<file path="config.mk">
export PLATFORM = sky130hd
export DESIGN_NAME = spi_ow_cmd_scheduler
export DESIGN_NICKNAME = d
export VERILOG_FILES = /design/src/rtl/spi_ow_cmd_scheduler.sv
export SDC_FILE = /design/constraint.sdc
export NUM_CORES = 1
export LEC_CHECK = 0
export ABC_AREA = 0
export CORE_MARGIN = 8
export CORE_UTILIZATION = 56
export DETAILED_ROUTE_END_ITERATION = 10
export GPL_TIMING_DRIVEN = 0
export PLACE_DENSITY = 0.77
export SLEW_MARGIN = 20
export SYNTH_ARGS = -nofsm -noshare
export SYNTH_HDL_FRONTEND = slang
export SYNTH_SLANG_ARGS = --single-unit
</file>
<file path="constraint.sdc">
create_clock -name i_clk -period 2.85 [get_ports i_clk]
set_clock_uncertainty 0.2 [all_clocks]
set_input_delay 0.4275 -clock i_clk [delete_from_list [all_inputs] [get_ports i_clk]]
set_output_delay 0.4275 -clock i_clk [all_outputs]
set_load 0.1 [all_outputs]
</file>
<file path="src/rtl/spi_ow_cmd_scheduler.sv">
// Queues 16-bit SPI command frames and sequences them onto a 1-Wire master.
// Results and status snapshots are loaded into the SPI response register.
module spi_ow_cmd_scheduler #(
    parameter int unsigned DEPTH   = 4,
    parameter int unsigned TIMEOUT = 65535
) (
    input  logic        i_clk,
    input  logic        i_rst,
    input  logic [15:0] i_spi_rd_buf,
    input  logic        i_spi_done,
    output logic [7:0]  o_spi_wr_buf,
    output logic        o_ow_start,
    output logic [1:0]  o_ow_op,
    output logic [7:0]  o_ow_wdata,
    input  logic        i_ow_busy,
    input  logic        i_ow_done,
    input  logic [7:0]  i_ow_rdata,
    input  logic        i_ow_presence,
    output logic [7:0]  o_status,
    output logic        o_irq
);

    localparam int unsigned AW = $clog2(DEPTH);
    localparam int unsigned CW = AW + 1;

    typedef enum logic [1:0] {StIdle, StDecode, StWait} state_e;

    logic [15:0]   r_fifo [DEPTH];
    logic [AW-1:0] r_wr_ptr;
    logic [AW-1:0] r_rd_ptr;
    logic [CW-1:0] r_count;
    logic          r_spi_done_d;

    state_e        r_state;
    logic [15:0]   r_cmd;
    logic [15:0]   r_timer;
    logic [7:0]    r_resp;
    logic          r_ow_start;
    logic [1:0]    r_ow_op;
    logic [7:0]    r_ow_wdata;
    logic          r_ovf;
    logic          r_bad_op;
    logic          r_tmo;
    logic          r_presence;

    logic          w_push;
    logic          w_push_ok;
    logic          w_pop;
    logic          w_full;
    logic          w_empty;
    logic          w_busy;
    logic [7:0]    w_status;

    assign w_full    = (r_count == CW'(DEPTH));
    assign w_empty   = (r_count == '0);
    assign w_push    = i_spi_done & ~r_spi_done_d;
    // Fullness is judged before any same-cycle pop.
    assign w_push_ok = w_push & ~w_full;
    assign w_pop     = (r_state == StIdle) & ~w_empty;
    assign w_busy    = (r_state != StIdle) | ~w_empty;
    assign w_status  = {w_busy, w_empty, w_full, r_ovf, r_bad_op, r_tmo, r_presence, 1'b0};

    always_ff @(posedge i_clk) begin
        if (i_rst) begin
            r_wr_ptr     <= '0;
            r_rd_ptr     <= '0;
            r_count      <= '0;
            r_spi_done_d <= 1'b0;
        end else begin
            r_spi_done_d <= i_spi_done;
            if (w_push_ok) begin
                r_fifo[r_wr_ptr] <= i_spi_rd_buf;
                r_wr_ptr         <= r_wr_ptr + AW'(1);
            end
            if (w_pop) begin
                r_rd_ptr <= r_rd_ptr + AW'(1);
            end
            r_count <= r_count + CW'(w_push_ok) - CW'(w_pop);
        end
    end

    always_ff @(posedge i_clk) begin
        if (i_rst) begin
            r_state    <= StIdle;
            r_cmd      <= '0;
            r_timer    <= '0;
            r_resp     <= 8'h00;
            r_ow_start <= 1'b0;
            r_ow_op    <= 2'd0;
            r_ow_wdata <= 8'h00;
            r_ovf      <= 1'b0;
            r_bad_op   <= 1'b0;
            r_tmo      <= 1'b0;
            r_presence <= 1'b0;
        end else begin
            r_ow_start <= 1'b0;
            case (r_state)
                StIdle: begin
                    if (!w_empty) begin
                        r_cmd   <= r_fifo[r_rd_ptr];
                        r_state <= StDecode;
                    end
                end
                StDecode: begin
                    case (r_cmd[15:8])
                        8'h00: r_state <= StIdle;
                        8'h01, 8'h02, 8'h03: begin
                            if (!i_ow_busy) begin
                                r_ow_start <= 1'b1;
                                r_ow_op    <= r_cmd[9:8] - 2'd1;
                                r_ow_wdata <= (r_cmd[15:8] == 8'h02) ? r_cmd[7:0] : 8'h00;
                                r_timer    <= '0;
                                r_state    <= StWait;
                            end
                        end
                        8'h04: begin
                            r_resp   <= w_status;
                            r_ovf    <= 1'b0;
                            r_bad_op <= 1'b0;
                            r_tmo    <= 1'b0;
                            r_state  <= StIdle;
                        end
                        default: begin
                            r_bad_op <= 1'b1;
                            r_state  <= StIdle;
                        end
                    endcase
                end
                StWait: begin
                    if (i_ow_done) begin
                        if (r_ow_op == 2'd2) r_resp <= i_ow_rdata;
                        if (r_ow_op == 2'd0) r_presence <= i_ow_presence;
                        r_state <= StIdle;
                    end else if (r_timer == 16'(TIMEOUT - 1)) begin
                        r_tmo   <= 1'b1;
                        r_state <= StIdle;
                    end else begin
                        r_timer <= r_timer + 16'd1;
                    end
                end
                default: r_state <= StIdle;
            endcase
            // A new overflow outranks a same-cycle status clear.
            if (w_push & w_full) r_ovf <= 1'b1;
        end
    end

    assign o_spi_wr_buf = r_resp;
    assign o_ow_start   = r_ow_start;
    assign o_ow_op      = r_ow_op;
    assign o_ow_wdata   = r_ow_wdata;
    assign o_status     = w_status;
    assign o_irq        = r_ovf | r_bad_op | r_tmo;

endmodule

</file>
# After elaboration in Yosys (flattened, before gate mapping)
# Memory sizes are Yosys's and may differ from the RTL's. A register that Yosys moved wholly into a read port is not among the register bits.
# Cells that the tools add are included.
# Widths: inputs -> output; s select.
op_classes:
  n_addsub: 6
  eq_ne: 20
  n_mux: 27
  n_bitwise: 14
  n_reduce_logical: 20
ops:
  columns: ["cell", "n"]
  rows:
  - ["$mux 16", 4]
  - ["$mux 8", 4]
  - ["$pmux 16 s2", 1]
  - ["$add 16x1->16 const B", 1]
  - ["$eq 16x16->1 const B", 1]
  - ["$eq 8x2->1 const B", 2]
  - ["$ne 2x2->1 const B", 8]
  - ["$pmux 8 s2", 1]
  - ["$mux 2", 5]
  - ["$mux 1", 9]
  - ["$reduce_and 3->1", 3]
  - ["$eq 8x1->1 const B", 1]
  - ["$eq 8x3->1 const B", 1]
  - ["$logic_not 8->1", 1]
  - ["$reduce_and 4->1", 2]
  - ["$reduce_bool 2->1", 4]
  - ["$not 1->1", 7]
  - ["$ne 3x3->1 const B", 2]
  - ["$pmux 2 s3", 1]
  - ["$reduce_and 2->1", 3]
  - ["$reduce_or 3->1", 2]
  - ["$reduce_and 5->1", 1]
  - ["$add 2x1->2 const B", 2]
  - ["$and 1x1->1", 4]
  - ["12 further kinds", 17]
word_totals:
  regBits: 49
  ramBits: 64
  output_inout_bits: 28
  wordCells: 102
  n_memories: 1
memory_table:
  columns: ["memory", "words", "word_bits", "read_ports", "rd_ports_with_merged_regs", "write_ports", "line", "source"]
  rows:
  - ["r_fifo", 4, 16, 1, 1, 1, "28", "logic [15:0] r_fifo [DEPTH];"]

# Longest topological paths before layout
depth:
  ltp_word: 6
  ltp_mapped: 10

# Worst setup path before layout
# Ideal clock, no wire load.
synth_path:
  kind: "flip-flop to flip-flop"
  from: "register r_count[1]"
  to: "register r_count[2]"
  t_arrival_ps: 2002
  setup_slack_ps: 521
  stages_incl_launch_ff: 10
  path_buffers: 1
  period_less_slack_ps: 2329
  cell_sequence: "dfxtp_1 nor3_1 nor3_2 clkbuf_1 nand2_1 nand2_1 ha_1 fa_1 xnor2_1 nor2_1"
synth_between:
  elab_cells_between_ends: 8
  cone_classes: "add/sub: 2; eq/ne: 1; bitwise: 4; reduce/logical: 1"
synth_rtl:
  columns: ["element", "line", "source"]
  rows:
  - ["start, declared", "31", "logic [CW-1:0] r_count;"]
  - ["start signal, assigned", "78", "r_count <= r_count + CW'(w_push_ok) - CW'(w_pop);"]
  - ["$logic_not 3->1", "55", "assign w_empty = (r_count == '0);"]
  - ["via w_empty", "50", "logic w_empty;"]
  - ["$not 1->1 (no source line)", null, null]
  - ["$and 1x1->1", "59", "assign w_pop = (r_state == StIdle) & ~w_empty;"]
  - ["$sub 3x1->3", "78", null]
# The timed path passes the listed nets, and every way through them passes these cells.
# A chain may end at the register's enable or synchronous reset.

# Final worst setup path
layout_path:
  from: "register r_tmo"
  to: "output o_status[2]"
layout_rtl:
  columns: ["element", "line", "source"]
  rows:
  - ["start, declared", "43", "logic r_tmo;"]
  - ["start signal, assigned", "93", "r_tmo <= 1'b0;"]
  - ["start signal, assigned", "120", "r_tmo <= 1'b0;"]
  - ["start signal, assigned", "135", "r_tmo <= 1'b1;"]
  - ["end, declared", "19", "output logic [7:0] o_status,"]
# No word-level cell between the ends.

==> metrics.yaml <==
outcome: "finished clean"
drv_slew: 0
ios: 58
ys.flop_type: "dfxtp_1"
cts-hold-fix-buffers: 0
fmax_ghz: 0.3630
avgSynthCellArea_um2: 12.39
dpl_cell_area_um2: 6117
layout_min_cycle_time_ps: 2754
drc: 0
hp-class: "flop to flop"
period_share: 0.9665
timing.final.ws_setup_ps: 95.52
grt_setup_unrepaired: "no"
slew_headroom: 0.3393
synth.most_common_cell: "dfxtp_1"
worstMarginPinSlew_ps: 988.0
via_per_inst: 5.454
grt_use_total: 0.1747
place_hpwl_um: 7289
gp_congestion: 0.8424
ant_nets: 0
drt-total-wl_um: 10680
ys_seq_area_frac: 0.5980
synthTopCellsByCount: "dfxtp_1 (65), edfxtp_1 (64), nand2_1 (51)"
start_util: 0.5645
finalInstanceArea_um2: 6753
crit_arrival_ps: 2130
clk_pin_slew_ps: 60
powerDensity_nw_per_um2: 946.5
ys_warn_count: 0
grt-ovfl-total: 0
synth.area.top_cells: "edfxtp_1 (36%), dfxtp_1 (24%), mux4_2 (6.7%)"
grt_pass1_vias: 3651
peakVddDrop_uv: 514.6
async_reset_ff_frac: 0
drtIter0Drc: 202
finalHoldViolCount: 0
std_cell_rows: 36
syn_inst: 435
dr.pass1.iters: 4
cts_buffers: 17
p_leak_nw: 2.442
core_area_um2: 9549
slowest_delay_ps: 1120
crit_fanout: 4
cts_tree: "yes"
grt_pass1_wl_um: 17850
grt_max_degree: 17
die_area_um2: 13020
die_w_um: 114.1
areaGrowthSynthToFinish_pct: 25.28
path_delay_family: "buffers and inverters"
h-tree-depth: 4
routedWlPerCell_um: 16.28
drv_cap: 0
critPathKind: "flop to output port"
syn_nets: 477
yosys_register_bits: 129
setup-tns-final_ps: 0
clk_latency_ps: 510
cts_root_buffer: "clkbuf_8"
synth_edf_count: 64
critPathRequiredTime_ps: 2220
cp-end-kind: "output port"
netlist_area_um2: 5390
die_h_um: 114.1
num_antenna_cells: 0
vias: 3578
post-place-ws_ps: -195.3
yosysTopAreaCell: "edfxtp_1"
setup_viol: 0
yosys.cell_types.count: 58
synth_top_area_frac: 0.3565
cp_slowest_cell: "clkdlybuf4s50_1"
path_cells: "buf_4 -> clkdlybuf4s50_1"
crit_path_start_kind: "flop"
antenna_found_initial: 0
cts_buffer_depth: 2
layout-drive-gt1-share: 0.1663
fin_nets: 552
critPathBufInv: 2
port_buffers: 56
clock_sinks: 129
-- final timing paths --
kind / depth (start not counted) / end / start / slack, ps
max: 2 / o_status[2] / r_tmo / 100
max reg2reg: 9 / r_count[1] / r_count[0] / 180
min: 2 / r_cmd[3] / r_cmd[3] / 260
min reg2reg: 2 / r_cmd[3] / r_cmd[3] / 260
-- power by group --
group | leakage (nW) | switching, W | internal, W
clock | 0.299 | 0.000820 | 0.00143
sequential | 1.11 | 0.000148 | 0.00215
combinational | 1.03 | 0.00117 | 0.000676
-- final cells by class --
type                            instances  area (um2)
Buffer                                 29       176.4
Clock buffer                           17       414.1
Clock inverter                         15       201.4
Fill cell                             682        2796
Inverter                               11       41.29
Multi-Input combinational cell        266        1966
Sequential cell                       129        3223
Tap cell                              133       166.4
Timing Repair Buffer                   56       564.3
-- cells by family (layout without fill, tap and decap cells) --
logic type	count (synthesis)	in the layout	synth area share
compound gates	76	76	0.1024
xor+xnor	5	5	0.008124
fa+ha+maj	12	12	0.02925
buf+inv	40	128	0.04039
flops	129	129	0.5980
mux	26	26	0.08542
other cells	1	1	0.0006957
simple gates	146	146	0.1358
-- registers in the layout, summed over array words and instances, names as in the netlist --
| signal | cells |
|---|---|
| r_bad_op | 1 |
| r_state | 2 |
| r_timer | 16 |
| r_cmd | 16 |
| r_presence | 1 |
| r_wr_ptr | 2 |
| o_spi_wr_buf | 8 |
| r_count | 3 |
| r_ovf | 1 |
| o_ow_wdata | 8 |
| r_spi_done_d | 1 |
| o_ow_start | 1 |
| r_rd_ptr | 2 |
| r_tmo | 1 |
| r_fifo | 64 |
| o_ow_op | 2 |
-- layout by cell type (no fill, tap or decap), drive strengths merged, types with 3 or more instances in the layout --
master          n
dfxtp          65
edfxtp         64
nand2          52
clkdlybuf4s50  50
nor2           31
a21oi          28
clkbuf         24
buf            23
inv            17
mux4           16
nand3          12
ha             11
mux2i          10
nor3           10
a31oi           9
a22o            8
a211oi          8
o21ai           7
nor2b           6
nand2b          4
and2            4
or3             4
xnor2           4
bufinv          4
nand4           4
o21a            4
clkinv          4
nor4            3
a32oi           3
nor3b           3
-- metal layers --
metal,share of wire,track usage,vias up
li1,-,-,1749
met4,0.012,0.06300,0
met1,0.43,0.2040,1728
met2,0.51,0.2989,88
met5,0,0,-
met3,0.048,0.05116,13
-- worst register-to-register path, delay by kind of cell, from the launching register on --
kind,cells,cell delay (ps)
fa+ha+maj,2,570
simple gates,5,1010
buf+inv,2,430
flops,1,340
-- stage by stage --
| step | hold slack [ps] | std cells | total power, W | util |
|---|---|---|---|---|
| 3_3_place_gp | 245.5 | 624 | 0.004112 | 0.6406 |
| 5_1_grt | 281.1 | 656 | 0.006676 | 0.7072 |
| 6_report | 256.9 | 656 | 0.006392 | 0.7072 |
| 3_5_place_dp | 250.3 | 624 | 0.004167 | 0.6406 |
| 2_1_floorplan | 236.0 | 435 | 0.003735 | - |
| 4_1_cts | 258.2 | 656 | 0.006418 | 0.7060 |
-- what timing repair did --
action	CTS	global route
setup endpoints to repair	6	3
gates resized for setup	11	3
buffers inserted	0	0
Power figures use the tool's default switching activity.
